<file path="src/rtl/rv_pkg.sv">
// rtl/rv_pkg.sv - shared register-file constants and helpers for the RV32IM hazard logic
package rv_pkg;

   localparam int RF_ADDR_W   = 5;
   localparam int NUM_RF_REGS = 32;
   localparam int FWD_SEL_ID  = 0;

   typedef logic [RF_ADDR_W-1:0] rf_addr_t;

   // One-hot over x1..x31; x0 maps to an all-zero mask so it can never become pending
   function automatic logic [NUM_RF_REGS-1:1] reg_mask(input rf_addr_t addr);
      reg_mask = '0;
      for (int r = 1; r < NUM_RF_REGS; r++) begin
         reg_mask[r] = (addr == rf_addr_t'(r));
      end
   endfunction

endpackage

</file>
<file path="src/rtl/rv_hazard_sb.sv">
// rtl/rv_hazard_sb.sv - MC write scoreboard: pending flops, age counter and sticky error flag
module rv_hazard_sb
   import rv_pkg::*;
#(
   parameter int MC_MAX_LAT = 40
) (
   input  logic                   i_clk,
   input  logic                   i_rst_n,
   input  logic                   i_mc_issue,
   input  rf_addr_t               i_mc_issue_waddr,
   input  logic                   i_mc_done,
   input  rf_addr_t               i_mc_done_waddr,
   output logic [NUM_RF_REGS-1:0] o_pend,
   output logic                   o_busy,
   output logic                   o_err
);

   localparam int AGE_W = $clog2(MC_MAX_LAT + 1);

   logic [NUM_RF_REGS-1:1] pend_q;
   logic [NUM_RF_REGS-1:1] pend_nxt;
   logic [AGE_W-1:0]       age_q;
   logic                   spurious_done;
   logic                   timeout;

   assign o_pend = {pend_q, 1'b0};
   assign o_busy = |pend_q;

   // Set is applied after clear so an issue and done on the same reg leaves it pending
   always_comb begin
      pend_nxt = pend_q;
      if (i_mc_done) begin
         pend_nxt = pend_nxt & ~reg_mask(i_mc_done_waddr);
      end
      if (i_mc_issue) begin
         pend_nxt = pend_nxt | reg_mask(i_mc_issue_waddr);
      end
   end

   assign spurious_done = i_mc_done && !o_pend[i_mc_done_waddr];
   assign timeout       = o_busy && !i_mc_done && (age_q == AGE_W'(MC_MAX_LAT));

   always_ff @(posedge i_clk) begin
      if (!i_rst_n) begin
         pend_q <= '0;
         age_q  <= '0;
         o_err  <= 1'b0;
      end else begin
         pend_q <= pend_nxt;
         if (i_mc_issue || !o_busy) begin
            age_q <= '0;
         end else if (age_q != AGE_W'(MC_MAX_LAT)) begin
            age_q <= age_q + AGE_W'(1);
         end
         if ((i_mc_issue && o_busy) || spurious_done || timeout) begin
            o_err <= 1'b1;
         end
      end
   end

endmodule

</file>
<file path="src/rtl/rv_hazard_scoreboard.sv">
// rtl/rv_hazard_scoreboard.sv - RV32IM hazard unit: EX/ID bypass select, stall generation, stall counter
module rv_hazard_scoreboard
   import rv_pkg::*;
#(
   parameter int NUM_RPORTS = 2,
   parameter int NUM_FWD    = 2,
   parameter int MC_MAX_LAT = 40,
   parameter int CNT_W      = 32,
   localparam int SEL_W     = $clog2(NUM_FWD + 1)
) (
   input  logic                                  i_clk,
   input  logic                                  i_rst_n,
   input  logic [NUM_RPORTS-1:0][RF_ADDR_W-1:0]  i_haz_rf_raddr_id,
   input  logic [NUM_RPORTS-1:0]                 i_haz_rf_ren_id,
   input  logic [RF_ADDR_W-1:0]                  i_haz_rf_waddr_id,
   input  logic                                  i_haz_rf_wen_id,
   input  logic                                  i_haz_is_mc_id,
   input  logic [NUM_RPORTS-1:0][RF_ADDR_W-1:0]  i_haz_rf_raddr_ex,
   input  logic [NUM_FWD-1:0][RF_ADDR_W-1:0]     i_haz_rf_waddr_fwd,
   input  logic [NUM_FWD-1:0]                    i_haz_rf_wen_fwd,
   input  logic [NUM_FWD-1:0]                    i_haz_fwd_rdy,
   input  logic                                  i_haz_mc_issue,
   input  logic [RF_ADDR_W-1:0]                  i_haz_mc_issue_waddr,
   input  logic                                  i_haz_mc_done,
   input  logic [RF_ADDR_W-1:0]                  i_haz_mc_done_waddr,
   output logic [NUM_RPORTS-1:0]                 o_haz_rf_rdata_sel_id,
   output logic [NUM_RPORTS-1:0][SEL_W-1:0]      o_haz_fwd_sel_ex,
   output logic                                  o_haz_stall_ex,
   output logic                                  o_haz_stall_id,
   output logic                                  o_haz_mc_busy,
   output logic [CNT_W-1:0]                      o_haz_stall_cnt,
   output logic                                  o_haz_sb_err
);

   logic [NUM_RF_REGS-1:0] pend;
   logic                   raw_hit;
   logic                   waw_hit;

   rv_hazard_sb #(
      .MC_MAX_LAT (MC_MAX_LAT)
   ) u_sb (
      .i_clk            (i_clk),
      .i_rst_n          (i_rst_n),
      .i_mc_issue       (i_haz_mc_issue),
      .i_mc_issue_waddr (i_haz_mc_issue_waddr),
      .i_mc_done        (i_haz_mc_done),
      .i_mc_done_waddr  (i_haz_mc_done_waddr),
      .o_pend           (pend),
      .o_busy           (o_haz_mc_busy),
      .o_err            (o_haz_sb_err)
   );

   // Scan oldest to nearest so the nearest matching stage overwrites and wins
   always_comb begin
      for (int p = 0; p < NUM_RPORTS; p++) begin
         o_haz_fwd_sel_ex[p] = SEL_W'(FWD_SEL_ID);
         for (int k = NUM_FWD - 1; k >= 0; k--) begin
            if (i_haz_rf_wen_fwd[k] && (i_haz_rf_waddr_fwd[k] != '0) &&
                (i_haz_rf_waddr_fwd[k] == i_haz_rf_raddr_ex[p])) begin
               o_haz_fwd_sel_ex[p] = SEL_W'(k + 1);
            end
         end
      end
   end

   always_comb begin
      o_haz_stall_ex = 1'b0;
      for (int p = 0; p < NUM_RPORTS; p++) begin
         for (int k = 0; k < NUM_FWD; k++) begin
            if ((o_haz_fwd_sel_ex[p] == SEL_W'(k + 1)) && !i_haz_fwd_rdy[k]) begin
               o_haz_stall_ex = 1'b1;
            end
         end
      end
   end

   always_comb begin
      o_haz_rf_rdata_sel_id = '0;
      raw_hit               = 1'b0;
      for (int p = 0; p < NUM_RPORTS; p++) begin
         o_haz_rf_rdata_sel_id[p] = i_haz_rf_wen_fwd[NUM_FWD-1] &&
                                    (i_haz_rf_waddr_fwd[NUM_FWD-1] != '0) &&
                                    (i_haz_rf_waddr_fwd[NUM_FWD-1] == i_haz_rf_raddr_id[p]);
         if (i_haz_rf_ren_id[p] && pend[i_haz_rf_raddr_id[p]]) begin
            raw_hit = 1'b1;
         end
      end
   end

   assign waw_hit        = i_haz_rf_wen_id && pend[i_haz_rf_waddr_id];
   assign o_haz_stall_id = o_haz_stall_ex || raw_hit || waw_hit ||
                           (i_haz_is_mc_id && o_haz_mc_busy);

   always_ff @(posedge i_clk) begin
      if (!i_rst_n) begin
         o_haz_stall_cnt <= '0;
      end else if ((o_haz_stall_id || o_haz_stall_ex) && (o_haz_stall_cnt != '1)) begin
         o_haz_stall_cnt <= o_haz_stall_cnt + CNT_W'(1);
      end
   end

endmodule
</file>
<file path="config.mk">
export PLATFORM = sky130hd
export DESIGN_NAME = rv_hazard_scoreboard
export DESIGN_NICKNAME = d
export VERILOG_FILES = /design/src/rtl/rv_pkg.sv /design/src/rtl/rv_hazard_sb.sv /design/src/rtl/rv_hazard_scoreboard.sv
export SDC_FILE = /design/constraint.sdc
export NUM_CORES = 1
export LEC_CHECK = 0
export BUFFER_PORTS_ARGS = -buffer_cell sky130_fd_sc_hd__buf_4
export CORE_MARGIN = 10
export CORE_UTILIZATION = 35
export DETAILED_ROUTE_END_ITERATION = 8
export SYNTH_ARGS = -nofsm -noshare
export SYNTH_HDL_FRONTEND = slang
export SYNTH_SLANG_ARGS = --single-unit
</file>
<file path="constraint.sdc">
create_clock -name i_clk -period 2.3 [get_ports i_clk]
set_input_delay 0.23 -clock i_clk [delete_from_list [all_inputs] [get_ports i_clk]]
set_output_delay 0.23 -clock i_clk [all_outputs]
set_load 0.005 [all_outputs]
</file>
==> flow_summary_export.csv, run 1 <==
group,metric,value,unit
logic_synthesis,synth_edf_count,0,
sta,worst_pin_slew,744,ps
worst_setup_path,r2r_start,"u_sb.pend_q[9]",
pwr,p_per_area,503,nW/um^2
floorplanning,num_rows,43,
final_layout,area_delta_synth_final,46.0,%
pwr,p_total,3610,uW
pwr,p_leak,0.00262,uW
global_route,grt_max_degree,33,
outcome,status,"complete, but fails checks",
cts,cts-root-buf,"clkbuf_16",
hold_path,hp-start,"i_haz_mc_done",
sta,relSlewSlack,50.3,%
cts,cts_sinks,70,
hold_path,min_path_cells,3,
place,pre_cts_slack,-333,ps
global_route,grt_util_all_layers,16.9,%
final_layout,antenna_cells,0,
place,dp_cells,877,
place,dp_hpwl,12.4,mm
final_layout,num-fill-cells,1266,
worst_setup_path,path_max_fanout,4,
logic_synthesis,syn_area_per_cell,8.63,sq um
floorplanning,die_area,19200,sq um
hold_path,min_to,"u_sb.o_err",
outcome,violations,"setup timing",
sta,rsz0062_at_grt,"true",
drt,drtPass1Iterations,5,
logic_synthesis,synth_common_cells,"70 x dfxtp_1, 67 x nand2_1, 55 x a21oi_1, 33 x o21ai_0, 31 x nor2_1",
logic_synthesis,synth_seq_area_share,28.5,%
cts,insertion_delay,330,ps
logic_synthesis,post-synth-top-count-cell,"dfxtp_1",
worst_setup_path,start_kind,"flop",
cts,cts_buffer_depth,2,
sta,hold_violations,0,
final_layout,seqCellArea,1470,sq um
drt,drt-total-wl,17.1,mm
global_route,grt_overflow_total,0,
logic_synthesis,yosysWarnings,0,
floorplanning,dieWidth,139,microns
worst_setup_path,reg2regPathDepth,10,
drt,wl_per_cell,18.9,microns
drt,drc,0,
worst_setup_path,arrival,2350,ps
sta,fmax,388,MHz
logic_synthesis,synth_top_cell_area_share,28.5,%
place,place.gp.congestion,0.923,
drt,vias_per_cell,5.76,
cts,htree_levels,3,
final_layout,stdcell_count,906,
floorplanning,coreArea,13800,sq um
sta,post-route-min-period,2580,ps
drt,vias,5217,
worst_setup_path,worstSetupPathType,"flop to output pin",
final_layout,multi_input_area,3540,sq um
final_layout,nets,781,
logic_synthesis,ys_top_cells_by_area,"dfxtp_1 28%, mux4_2 14%, a21oi_1 5.6%",
logic_synthesis,synth-async-reset-ratio,0,%
logic_synthesis,netlist_instances,570,
logic_synthesis,synth.cell_area,4920,sq um
sta,post-route-period-util,112,%
drt,ant_nets,0,
logic_synthesis,ys_ff_latch,70,
sta,setup_viol,33,
sta,worst_hold_slack,244,ps
sta,setup_ws,-280,ps
global_route,antenna_found_initial,0,
run,drv_cap,0,
worst_setup_path,r2r_end,"o_haz_stall_cnt[7]",
sta,slew_viol_final,0,
logic_synthesis,ys_types,55,
worst_setup_path,critPathCaptureType,"output pin",
logic_synthesis,syn_nets,630,
logic_synthesis,yosys_most_used_dff,"dfxtp_1",
logic_synthesis,synth_area_leader_cell,"dfxtp_1",
pwr,ir_worst_vdd,0.000321,V
sta,skew,7.39,ps
place,io_buffers,98,
cts,cts_tree,"built",
drt,drt_iter0_drc,375,
worst_setup_path,reg2reg_slack,-210,ps
floorplanning,start_util,35.6,%
global_route,grt_pass1_vias,5286,
global_route,grt_pass1_wl,27.5,mm
cts,cts_buffers,9,
worst_setup_path,critPathRequiredTime,2070,ps
floorplanning,dieHeight,139,microns
hold_path,min_path_type,"input port to flop",
cts,clk_pin_slew,60,ps
floorplanning,ios,99,
final_layout,drive_above_1_share,42.0,%
==> routing by layer <==
metal | track usage (%) | wire (microns) | up-vias
li1 | - | - | 2450
met4 | 4.66 | 212 | 0
met2 | 27.0 | 7980 | 237
met1 | 22.1 | 7530 | 2508
met5 | 0 | 0 | -
met3 | 4.49 | 1390 | 22
==> critical path, stage by stage, from the launching register on <==
cell and delay [ps]:
dfxtp_4 360, mux4_2 470, mux2_4 290, nand2_1 60
o2111a_1 160, a21o_1 100, and4b_2 300, buf_12 140
inv_4 30, buf_6 100
==> through the flow <==
step	setup TNS (ps)	util, %	area (sq um)
finish	-4520	52.0	7180
global route	-9000	52.0	7180
CTS	-5690	50.8	7020
detailed placement	-6610	45.4	6280
global placement	-6060	45.4	6280
floorplan	-2000	-	4990
==> layout by cell type (no fill, tap or decap), drive strengths merged, types with 17 or more instances in the layout <==
cell,synthesis,routed
buf,22,178
dfxtp,70,70
mux4,30,30
o31ai,17,17
nand2,67,67
nand3,27,27
xnor2,20,20
mux2i,23,23
or4,23,23
o21ai,34,34
a21oi,55,55
nor4,17,17
nor2,32,32
==> power breakdown <==
group,switching (uW),internal (uW),leakage (uW),total [uW]
sequential,21.3,1220,0.000584,1240
clock,578,965,0.000157,1540
combinational,379,454,0.00188,833
==> how the worst max path moves through the flow <==
stage	start	end	slack (ps)	cells after the start
2_1_floorplan	i_haz_rf_waddr_fwd[6]	o_haz_stall_cnt[22]	-160	11
3_3_place_gp	i_haz_rf_waddr_fwd[8]	o_haz_stall_cnt[30]	-320	10
3_5_place_dp	i_haz_rf_waddr_fwd[5]	o_haz_stall_cnt[30]	-330	10
4_1_cts	u_sb.pend_q[30]	o_haz_stall_id	-270	9
5_1_grt	u_sb.pend_q[30]	o_haz_stall_id	-400	9
6_report	u_sb.pend_q[30]	o_haz_stall_id	-280	9
==> area by class of cell <==
class	instances	share of cell area, %
Tap cell	180	3.13
Sequential cell	70	20.5
Clock buffer	9	3.13
Inverter	12	0.662
Timing Repair Buffer	180	21.9
Multi-Input combinational cell	448	49.2
Clock inverter	7	1.43
==> state kept, by name (all words and copies together) (netlist names) <==
name and cells:
o_haz_stall_cnt 32, u_sb.age_q 6, u_sb.pend_q 31, u_sb.o_err 1
==> what timing repair did <==
action                                  CTS  global route
hold buffers                              0             0
hold endpoints to repair                  0             0
endpoints found under the setup margin   33            33
buffers inserted                         10             0
cloned                                    4             1
pin swaps                                12            22
resized for setup                        74            33
==> logic make-up (layout without fill, tap and decap cells) <==
| group | Yosys count | after routing | share of synthesized area [%] |
|---|---|---|---|
| AOI/OAI and AO/OA | 124 | 124 | 15.0 |
| muxes | 56 | 56 | 19.1 |
| and+or+nand+nor | 230 | 230 | 25.2 |
| xor gates and xnor gates | 35 | 35 | 6.23 |
| buffers and inverters | 52 | 208 | 5.26 |
| DFF | 70 | 70 | 28.5 |
| adders and majority gates | 3 | 3 | 0.763 |
No activity file was read; power rests on OpenSTA's default activity.
==> inputs of run 2 (changes only) <==
--- a/config.mk
+++ b/config.mk
@@ -5,6 +5,7 @@
 export SDC_FILE = /design/constraint.sdc
 export NUM_CORES = 1
 export LEC_CHECK = 0
+export ABC_AREA = 1
 export BUFFER_PORTS_ARGS = -buffer_cell sky130_fd_sc_hd__buf_4
 export CORE_MARGIN = 10
 export CORE_UTILIZATION = 35
==> flow_summary_export.csv, run 2 <==
group,metric,value,unit
logic_synthesis,synth_top_cell_area_share,25.5,%
hold_path,hp-start,"i_rst_n",
worst_setup_path,critPathMaxStageDelay,330,ps
worst_setup_path,critPathRequiredTime,2070,ps
final_layout,nets,1068,
final_layout,stdcell_area,6680,sq um
cts,cts_setup_buffers,0,
cts,cts-root-buf,"clkbuf_16",
pwr,p_leak,0.00281,uW
sta,post-route-min-period,2180,ps
logic_synthesis,synth_area_leader_cell,"dfxtp_1",
drt,drt-total-wl,19.3,mm
global_route,grt_max_degree,33,
worst_setup_path,start_kind,"flop",
drt,ant_nets,0,
drt,drtPass1Iterations,5,
worst_setup_path,worstSetupPathType,"flop to output pin",
logic_synthesis,syn_nets,982,
drt,drc,0,
sta,slew_viol_final,0,
sta,rsz0062_at_grt,"false",
cts,cts_sinks,70,
worst_setup_path,r2r_end,"o_haz_stall_cnt[19]",
floorplanning,start_util,35.9,%
worst_setup_path,critPathCaptureType,"output pin",
sta,post-route-period-util,94.7,%
sta,worst_pin_slew,554,ps
cts,htree_levels,3,
drt,wl_per_cell,15.8,microns
final_layout,mostFrequentLayoutCells,"248 x nand2_1, 112 x buf_4, 109 x nand3_1",
logic_synthesis,post-synth-top-count-cell,"nand2_1",
cts,cts_buffer_depth,2,
worst_setup_path,path_max_fanout,5,
global_route,grt_pass1_wl,31.1,mm
logic_synthesis,ys_top_cells_by_area,"dfxtp_1 26%, nand2_1 17%, nand3_1 9.9%",
hold_path,min_to,"o_haz_stall_cnt[24]",
floorplanning,dieWidth,145,microns
place,place.gp.congestion,0.921,
logic_synthesis,ys_ff_latch,70,
sta,relSlewSlack,63.1,%
worst_setup_path,reg2regPathDepth,11,
logic_synthesis,synth-async-reset-ratio,0,%
drt,vias,6278,
outcome,status,"completed",
sta,skew,5.65,ps
floorplanning,coreArea,15300,sq um
final_layout,largest-register,"o_haz_stall_cnt",
logic_synthesis,synth_edf_count,0,
sta,hold_violations,0,
floorplanning,die_area,21100,sq um
pwr,p_per_area,470,nW/um^2
final_layout,largest_reg_flops,32,
run,drv_cap,0,
global_route,grt_overflow_total,0,
cts,clk_pin_slew,50,ps
logic_synthesis,yosys_most_used_dff,"dfxtp_1",
final_layout,layout_commonest_cell,"nand2_1",
global_route,grt_util_all_layers,17.5,%
cts,cts_buffers,9,
logic_synthesis,synth_seq_area_share,25.5,%
sta,worst_hold_slack,188,ps
drt,drt_iter0_drc,348,
place,io_buffers,98,
worst_setup_path,startpoint,"u_sb.pend_q[17]",
floorplanning,num_rows,45,
drt,vias_per_cell,5.14,
final_layout,top_regs,"o_haz_stall_cnt (32), u_sb.pend_q (31), u_sb.age_q (6)",
worst_setup_path,reg2reg_slack,220,ps
global_route,antenna_found_initial,0,
logic_synthesis,yosysWarnings,0,
cts,cts_hold_buf,0,
logic_synthesis,syn_area_per_cell,5.96,sq um
pwr,ir_worst_vdd,0.000424,V
cts,cts_tree,"built",
cts,insertion_delay,330,ps
logic_synthesis,synth.cell_area,5490,sq um
hold_path,min_path_cells,3,
final_layout,area_delta_synth_final,21.6,%
worst_setup_path,r2r_start,"u_sb.pend_q[17]",
logic_synthesis,netlist_instances,922,
worst_setup_path,crit_chain,"inv_1, nand3_1, nor2_2, nand3_1, o21ai_2, nand3_1, nor2_2, nand2_4, buf_4",
place,dp_hpwl,15.2,mm
logic_synthesis,synth_common_cells,"248 x nand2_1, 109 x nand3_1, 102 x inv_1, 81 x nor2_1, 79 x a21oi_1",
floorplanning,dieHeight,145,microns
logic_synthesis,ys_types,30,
place,post_dp_cell_area,6410,sq um
final_layout,antenna_cells,0,
final_layout,drive_above_1_share,14.4,%
global_route,grt_pass1_vias,5918,
worst_setup_path,path_common_cell,"nand3_1",
sta,setup_viol,0,
hold_path,min_path_type,"input port to flop",
worst_setup_path,crit_path_top_delay_cell,"dfxtp_1",
floorplanning,ios,99,
sta,fmax,459,MHz
worst_setup_path,arrival,1950,ps
## run 2: cell types whose count changed after synthesis, moves of 24 or more
cell	previous run	this run
nand3_1	27	109
inv_1	11	102
xor2_1	15	39
nand2_1	67	248
nor2_1	31	81
mux4_2	30	0
a21oi_1	55	79
## run 2: how the worst max path moves through the flow
stage | end
final | o_haz_stall_id
after global routing | o_haz_stall_id
after CTS | o_haz_stall_id
after detailed placement | o_haz_stall_cnt[19]
after global placement | o_haz_stall_cnt[18]
after floorplan | o_haz_stall_cnt[1]
## run 2: timing repair
action / CTS / global route
setup endpoints to repair: 19 / 1
pin swaps: 0 / 1
gates cloned: 0 / 0
gates resized for setup: 2 / 1
hold endpoints to repair: 0 / 0
## run 2: where the power goes
group	total (uW)	internal (uW)	switching (uW)	leakage (uW)
registers	1250	1230	19.2	0.000565
clock network	1260	771	492	0.000127
logic	627	234	393	0.00211
total	3140	2240	905	0.00281
## run 2: kinds of logic after synthesis
kind of cell,after synthesis,share of synthesized area (%)
and+or+nand+nor,488,38.3
AOI/OAI and AO/OA,162,15.8
buffers and inverters,145,11.1
DFF,70,25.5
xor gates and xnor gates,54,8.61
adders and majority gates,3,0.684
## run 2: worst max-delay path: cells and delay by family, from the launching register on
kind / cells / cell delay [ps]
compound gates: 1 / 220
buf+inv: 2 / 300
flops: 1 / 330
simple gates: 6 / 760
## run 2: final cells by class
| class | instances | area [sq um] |
|---|---|---|
| Tap cell | 211 | 264 |
| Timing Repair Buffer | 113 | 861 |
| Inverter | 107 | 402 |
| Multi-Input combinational cell | 707 | 3490 |
| Clock buffer | 12 | 256 |
| Fill cell | 1684 | 8630 |
| Sequential cell | 70 | 1400 |
| Clock inverter | 1 | 7.51 |
## run 2: metal layers
layer	track usage (%)	vias to the layer above	share of wire (%)	wire length, microns
met5	0	-	0	0
met4	7.68	0	3.4	650
met3	2.55	42	5.4	1040
met2	27.0	220	44	8590
met1	23.7	2832	47	9050
li1	-	3184	-	-
## run 2: stage by stage
stage	worst slack, ps	util [%]	setup TNS (ps)	total power [uW]	cells
2_1_floorplan	534	-	0	1670	922
3_3_place_gp	-28.2	41.9	-444	1900	1208
3_5_place_dp	-39.9	41.9	-110	1910	1208
4_1_cts	56.8	43.6	0	3170	1221
5_1_grt	31.9	43.6	0	3280	1221
6_report	123	43.6	0	3140	1221
==> inputs of run 3 (changes only) <==
--- a/config.mk
+++ b/config.mk
@@ -7,9 +7,11 @@
 export LEC_CHECK = 0
 export ABC_AREA = 1
 export BUFFER_PORTS_ARGS = -buffer_cell sky130_fd_sc_hd__buf_4
+export CORE_ASPECT_RATIO = 1.2
 export CORE_MARGIN = 10
-export CORE_UTILIZATION = 35
+export CORE_UTILIZATION = 52
 export DETAILED_ROUTE_END_ITERATION = 8
+export PLACE_DENSITY = 0.78
 export SYNTH_ARGS = -nofsm -noshare
 export SYNTH_HDL_FRONTEND = slang
 export SYNTH_SLANG_ARGS = --single-unit
==> flow_summary_export.csv, run 3 (synthesis gave the netlist of run 2 again) <==
group,metric,value,unit
worst_setup_path,r2r_end,"o_haz_stall_cnt[12]",
cts,cts_buffers,9,
worst_setup_path,crit_chain,"inv_1, nand2_1, nand3_1, nand3_1, nand3_1, nand3b_1, nand2_1, nor2_1, nor2_2, nand2_4, buf_4",
sta,rsz0062_at_grt,"true",
final_layout,num-fill-cells,1031,
hold_path,min_path_type,"input port to flop",
final_layout,largest-register,"o_haz_stall_cnt",
worst_setup_path,critPathCaptureType,"output pin",
floorplanning,ios,99,
worst_setup_path,reg2reg_slack,260,ps
final_layout,area_delta_synth_final,21.5,%
outcome,status,"completed",
global_route,grt_max_degree,32,
sta,hold_violations,0,
drt,wl_per_cell,17.0,microns
drt,wl_met1,7.52,mm
drt,dr_wl_met2,9.35,mm
sta,setup_ws,119,ps
place,pre_cts_slack,204,ps
cts,cts_tree,"built",
sta,relSlewSlack,63.6,%
drt,vias_per_cell,5.69,
hold_path,min_to,"o_haz_stall_cnt[24]",
floorplanning,num_rows,41,
final_layout,top_regs,"o_haz_stall_cnt (32), u_sb.pend_q (31), u_sb.age_q (6)",
final_layout,nets,1079,
place,dp_hpwl,15.2,mm
cts,cts_hold_buf,0,
sta,fmax,459,MHz
place,place.gp.congestion,1.06,
global_route,grt_overflow_total,0,
pwr,ir_worst_vdd,0.000379,V
final_layout,stdcell_area,6670,sq um
global_route,grt_pass1_wl,30.8,mm
worst_setup_path,worstSetupPathType,"flop to output pin",
drt,drt_iter0_drc,646,
drt,vias,6555,
pwr,p_per_area,477,nW/um^2
sta,post-route-period-util,94.8,%
final_layout,antenna_cells,0,
cts,clk_pin_slew,60,ps
cts,cts_buffer_depth,2,
cts,htree_levels,3,
final_layout,largest_reg_flops,32,
worst_setup_path,crit_path_top_delay_cell,"dfxtp_1",
worst_setup_path,critPathMaxStageDelay,500,ps
hold_path,hp-start,"i_rst_n",
sta,slew_viol_final,0,
worst_setup_path,critPathRequiredTime,2070,ps
drt,ant_nets,0,
hold_path,min_path_cells,3,
worst_setup_path,start_kind,"flop",
drt,wl_met3,1.68,mm
sta,skew,6.51,ps
floorplanning,dieHeight,133,microns
cts,cts-root-buf,"clkbuf_16",
sta,post-route-min-period,2180,ps
floorplanning,die_area,15100,sq um
cts,insertion_delay,340,ps
worst_setup_path,reg2regPathDepth,9,
place,post_dp_cell_area,6350,sq um
worst_setup_path,path_common_cell,"nand3_1",
place,io_buffers,98,
global_route,grt_util_all_layers,24.8,%
final_layout,mostFrequentLayoutCells,"248 x nand2_1, 124 x buf_4, 109 x nand3_1",
final_layout,layout_commonest_cell,"nand2_1",
pwr,p_leak,0.00286,uW
cts,cts_sinks,70,
run,drv_cap,0,
floorplanning,dieWidth,114,microns
global_route,antenna_found_initial,0,
drt,drtPass1Iterations,5,
worst_setup_path,path_max_fanout,11,
floorplanning,coreArea,10400,sq um
floorplanning,start_util,52.7,%
sta,setup_viol,0,
sta,worst_pin_slew,544,ps
worst_setup_path,arrival,1950,ps
worst_setup_path,r2r_start,"o_haz_stall_cnt[0]",
global_route,grt_pass1_vias,6190,
drt,topRoutingLayerUsed,"met4",
final_layout,utilization,64.1,%
drt,drc,0,
final_layout,drive_above_1_share,15.7,%
drt,drt-total-wl,19.6,mm
-- run 3: layout make-up --
cell class / instances / area, sq um / area share [%]
Multi-Input combinational cell: 707 / 3500 / 52.4
Sequential cell: 70 / 1400 / 21.0
Clock inverter: 6 / 46.3 / 0.694
Tap cell: 129 / 161 / 2.42
Clock buffer: 10 / 229 / 3.43
Timing Repair Buffer: 124 / 931 / 14.0
Inverter: 107 / 402 / 6.02
-- run 3: metal layers --
metal / global-route usage, % / vias up
met5: 0 / -
li1: - / 3205
met2: 42.6 / 317
met3: 4.84 / 73
met4: 12.5 / 0
met1: 28.3 / 2960
-- run 3: critical path: cells and delay by family (launching register included) --
kind	cells	cell delay, ps
and+or+nand+nor	9	820
DFF	1	500
buffers and inverters	2	290
-- run 3: power breakdown --
part | internal (uW) | total, uW | switching [uW] | leakage, uW
Clock | 735 | 1290 | 555 | 0.000129
Combinational | 248 | 642 | 394 | 0.00216
Sequential | 1230 | 1250 | 20.7 | 0.000566
-- run 3: through the flow --
step / std cells / power (uW) / TNS [ps] / hold WS [ps]
6_report: 1153 / 3180 / 0 / 157
5_1_grt: 1153 / 3310 / -6.88 / 153
4_1_cts: 1150 / 3170 / 0 / 151
3_5_place_dp: 1134 / 1890 / 0 / 479
3_3_place_gp: 1134 / 1890 / 0 / 469
2_1_floorplan: 922 / 1670 / 0 / 351
-- run 3: timing repair --
item                                    in CTS  in global routing
buffers inserted                             0                  3
hold endpoints to repair                     0                  0
gates resized for setup                      0                  6
endpoints found under the setup margin       0                 23
-- run 3: how the worst max path moves through the flow --
stage	from	end	slack [ps]	cells past startpoint
after floorplan	o_haz_stall_cnt[0]	o_haz_stall_cnt[1]	530	9
after global placement	i_haz_rf_raddr_id[5]	o_haz_stall_cnt[18]	230	15
after detailed placement	i_haz_rf_raddr_id[5]	o_haz_stall_cnt[0]	200	15
after CTS	u_sb.pend_q[28]	o_haz_stall_id	120	9
after global routing	u_sb.pend_q[18]	o_haz_stall_id	-7	11
final	u_sb.pend_q[2]	o_haz_stall_id	120	11
